**src/rtl/disp_arbiter.sv**
```systemverilog
// disp_arbiter: round-robin time-sharing of the 8-digit display between four
// requesters. The winner's value is snapshotted and held for HOLD cycles.
//
// state | meaning
// IDLE  | no hold running; captured value stays on the display
// SHOW  | hold interval running; cnt counts down to the next arbitration
module disp_arbiter #(
  parameter int HOLD = 50_000_000,
  parameter int CW   = $clog2(HOLD)
) (
  input  logic             clk,
  input  logic             reset,
  input  logic [3:0]       req,
  input  logic [3:0][31:0] data,
  input  logic [3:0][7:0]  dpin,
  output logic [3:0]       ack,
  output logic [1:0]       owner,
  output logic             busy,
  output logic [31:0]      digits,
  output logic [7:0]       dp
);

  typedef enum logic {IDLE, SHOW} state_t;

  state_t        state;
  state_t        state_nxt;
  logic [1:0]    last;
  logic [CW-1:0] cnt;
  logic [1:0]    pick;
  logic          found;
  logic          grant;
  logic          expire;

  assign expire = (cnt == '0);

  // Round-robin search starting just after the previous owner.
  always_comb begin
    pick  = last;
    found = 1'b0;
    for (int k = 1; k <= 4; k++) begin
      if (!found && req[last + 2'(k)]) begin
        found = 1'b1;
        pick  = last + 2'(k);
      end
    end
  end

  // State register.
  always_ff @(posedge clk or posedge reset) begin
    if (reset) state <= IDLE;
    else       state <= state_nxt;
  end

  // Next-state and grant decision.
  always_comb begin
    state_nxt = state;
    grant     = 1'b0;
    case (state)
      IDLE: begin
        if (found) begin
          grant     = 1'b1;
          state_nxt = SHOW;
        end
      end
      SHOW: begin
        if (expire) begin
          if (found) grant     = 1'b1;
          else       state_nxt = IDLE;
        end
      end
      default: state_nxt = IDLE;
    endcase
  end

  // Capture, hold counter and registered outputs.
  always_ff @(posedge clk or posedge reset) begin
    if (reset) begin
      last   <= 2'd3;
      cnt    <= '0;
      ack    <= '0;
      busy   <= 1'b0;
      owner  <= '0;
      digits <= '0;
      dp     <= 8'hFF;
    end else begin
      ack <= '0;
      if (grant) begin
        digits <= data[pick];
        dp     <= dpin[pick];
        owner  <= pick;
        last   <= pick;
        ack    <= 4'b0001 << pick;
        busy   <= 1'b1;
        cnt    <= CW'(HOLD - 1);
      end else if (state == SHOW) begin
        if (!expire) cnt  <= cnt - CW'(1);
        else         busy <= 1'b0;
      end
    end
  end

endmodule

```
**config.mk**
```make
export PLATFORM = sky130hd
export DESIGN_NAME = disp_arbiter
export DESIGN_NICKNAME = d
export VERILOG_FILES = /design/src/rtl/disp_arbiter.sv
export SDC_FILE = /design/constraint.sdc
export NUM_CORES = 1
export LEC_CHECK = 0
export BUFFER_PORTS_ARGS = -buffer_cell sky130_fd_sc_hd__buf_4
export CAP_MARGIN = 20
export CORE_UTILIZATION = 46
export CTS_CLUSTER_SIZE = 25
export DETAILED_ROUTE_END_ITERATION = 10
export PLACE_DENSITY = 0.8
export SYNTH_ARGS = -nofsm -noshare
export SYNTH_HDL_FRONTEND = slang
export SYNTH_SLANG_ARGS = --single-unit
```
**constraint.sdc**
```tcl
create_clock -name clk -period 3.8 [get_ports clk]
set_input_delay 0.57 -clock clk [delete_from_list [all_inputs] [get_ports clk]]
set_output_delay 0.57 -clock clk [all_outputs]
set_load 0.01 [all_outputs]
```
==> impl_metrics.py <==
metrics = {
    "status": {
        "status": "finished, final reports clean",
    },
    "synth": {
        "synth_xor_area_frac": 0.00595,
        "syn_avg_cell_area_um2": 13.3,
        "async_flop_share": 1.00,
        "synth-simple-area-share": 0.114,
        "synth_top_family_by_area": "multiplexers",
        "yosysSeqAreaShare": 0.433,
        "syn_inst": 333,
        "synthAdderAreaFrac": 0.00567,
        "yosysTopAreaCellShare": 0.374,
        "yosysWarnings": 0,
        "synth_area_mm2": 0.00442,
        "synthDistinctLibCells": 49,
        "synth.largest_area_cell": "dfrtp_1",
        "ys_ff_latch": 76,
        "yosys-top-cells-area": "dfrtp_1, mux4_2, mux2_2",
        "synth_edf_count": 0,
        "synth_ff_type": "dfrtp_1",
        "synth_compound_area_frac": 0.0830,
        "muxShareOfSynthArea": 0.323,
        "synth.net_count": 501,
    },
    "floorplan": {
        "start_util": 0.476,
        "dieArea_mm2": 0.0100,
        "die_y_um": 100,
        "die_w_um": 100,
        "io_pins": 213,
        "core_mm2": 0.00928,
        "num_rows": 35,
    },
    "timing": {
        "skew_ns": 0.0103,
        "rsz0062_at_grt": "no",
        "min_period_over_period": 0.755,
        "tns_ns": 0,
        "hold_viol": 0,
        "finalCriticalPeriod_ns": 2.87,
        "setup-violations-final": 0,
        "maxSlewHeadroom": 0.380,
        "holdWs_ns": 0.496,
        "fmax_ghz": 0.349,
        "finalMaxSlewViolations": 0,
        "tightestPinTransition_ns": 0.931,
    },
    "grt": {
        "grt_pass1_wl_mm": 19.8,
        "grt_max_degree": 77,
        "first_global_vias": 4046,
        "track_usage": 0.259,
        "grt_remaining_overflow": 0,
        "antenna_found_initial": 0,
    },
    "clock_network": {
        "hold_buffers": 0,
        "clkTransAtPathRegs_ns": 0.08,
        "cts_root_buf": "clkbuf_8",
        "cts.sinks": 76,
        "htreeDepth": 3,
        "cts_buffer_depth": 2,
        "cts_resized": 0,
        "clock_latency_ns": 0.35,
        "cts_tree": "yes",
        "cts_setup_buffers": 0,
        "numCtsBuffers": 9,
    },
    "route": {
        "drtAntennaViolNets": 0,
        "routed_wl_mm": 12.4,
        "routedWlPerCell_um": 18.3,
        "drc": 0,
        "drtIter0Drc": 122,
        "vias": 3762,
        "dr.pass1.iters": 4,
        "via_per_inst": 5.57,
    },
    "critical_path": {
        "crit_path_start_kind": "register",
        "setup.worst_path.class": "reg -> reg",
        "required_ns": 4.04,
        "end_kind": "register",
        "ff2ff_path_depth": 6,
        "cp.arrival_ns": 3.11,
        "worstPathMaxFanout": 44,
    },
    "finish": {
        "diodes": 0,
        "drive_above_1_share": 0.614,
        "fillers": 692,
        "syn_to_final_growth_pct": 42.9,
        "nNetsFinal": 709,
    },
    "hold_path": {
        "hold_path.class": "reg -> reg",
        "min_path_cells": 1,
    },
    "placement": {
        "dp_hpwl_mm": 9.71,
        "gp_congestion": 0.894,
        "portBuffers": 212,
    },
    "job": {
        "cap_violations": 0,
    },
    "pwr": {
        "cellLeakagePower_nw": 2.89,
        "power.density_mw_per_mm2": 388,
        "vdd_drop_max_uv": 202,
    },
}
-- Yosys cell counts (all sizes together), types with 7 or more instances --
| library cell | count |
|---|---|
| dfrtp | 66 |
| mux2 | 43 |
| mux4 | 40 |
| nor3 | 21 |
| nor2 | 15 |
| buf | 11 |
| clkbuf | 11 |
| dfstp | 10 |
| o21ai | 10 |
| nand3 | 9 |
| a21oi | 7 |
| o31ai | 7 |
-- cells in the final DEF, fill, tap and decap left out, drive strengths merged, types with 2 or more instances in the layout --
master	count
buf	219
dfrtp	66
mux2	43
mux4	40
nor3	21
nor2	15
dfstp	10
o21ai	10
nand3	9
clkbuf	9
a21oi	7
o31ai	7
nor4	6
or3	6
nand2	6
inv	6
or4	6
clkinv	6
nand4	5
o211a	5
o21a	4
mux2i	4
and3	4
a211o	4
a21o	3
nor3b	3
nor2b	2
nand2b	2
xnor2	2
o41ai	2
ha	2
a211oi	2
-- metrics by stage --
step	utilization	std cells	total power [mW]	cell area, um2	setup WS [ns]
5_1_grt	0.680	675	2.58	6310	0.825
2_1_floorplan	-	333	1.51	4420	1.07
4_1_cts	0.680	675	2.47	6310	0.941
3_5_place_dp	0.659	659	1.87	6120	0.950
6_report	0.680	675	2.45	6310	0.932
3_3_place_gp	0.659	659	1.83	6120	1.02
-- where the power goes --
part           internal, mW  total (mW)  switching (mW)
clock network         0.301       0.602           0.301
logic                 0.455       0.774           0.319
registers             0.949        1.07           0.126
total                  1.70        2.45           0.745
-- kinds of logic (layout without fill, tap and decap cells) --
logic type	after synthesis	after routing
adders and majority gates	2	2
and+or+nand+nor	88	88
muxes	87	87
DFF	76	76
AOI/OAI and AO/OA	49	49
xor gates and xnor gates	3	3
buffers and inverters	28	241
-- worst max-delay path: stages, from the launching register on --
cell and delay [ns]:
dfrtp_1 0.42, or3_1 0.47, or4_4 0.55, o31a_4 0.52, nor2_8 0.14, buf_12 0.24, mux2_2 0.37
-- path summary, 6_finish.rpt --
path,to,start,slack [ns]
min in group asynchronous,cnt[14],reset,0.51
worst max register to register,digits[21],cnt[17],0.93
worst max-delay path,digits[21],cnt[17],0.93
max in group asynchronous,busy,reset,2.69
worst min-delay path,cnt[25],cnt[25],0.50
worst min register to register,cnt[25],cnt[25],0.50
-- registers in the layout, summed over array words and instances, names as in the netlist --
signal  cells
dp          8
state       1
ack         4
cnt        26
last        2
digits     32
owner       2
busy        1
-- final cells by class --
class	count	area [um2]	area share
Clock buffer	9	124	0.0196
Clock inverter	7	67.6	0.0107
Inverter	6	22.5	0.00357
Multi-Input combinational cell	229	2370	0.375
Sequential cell	76	1910	0.303
Tap cell	129	161	0.0256
Timing Repair Buffer	219	1660	0.262
-- metal layers --
metal,global-route usage,vias up,share of wire
li1,-,1729,-
met1,0.293,1870,0.36
met2,0.466,140,0.55
met3,0.0710,23,0.062
met4,0.101,0,0.027
met5,0,-,0
Note: power is estimated with default switching activity, not from simulation.
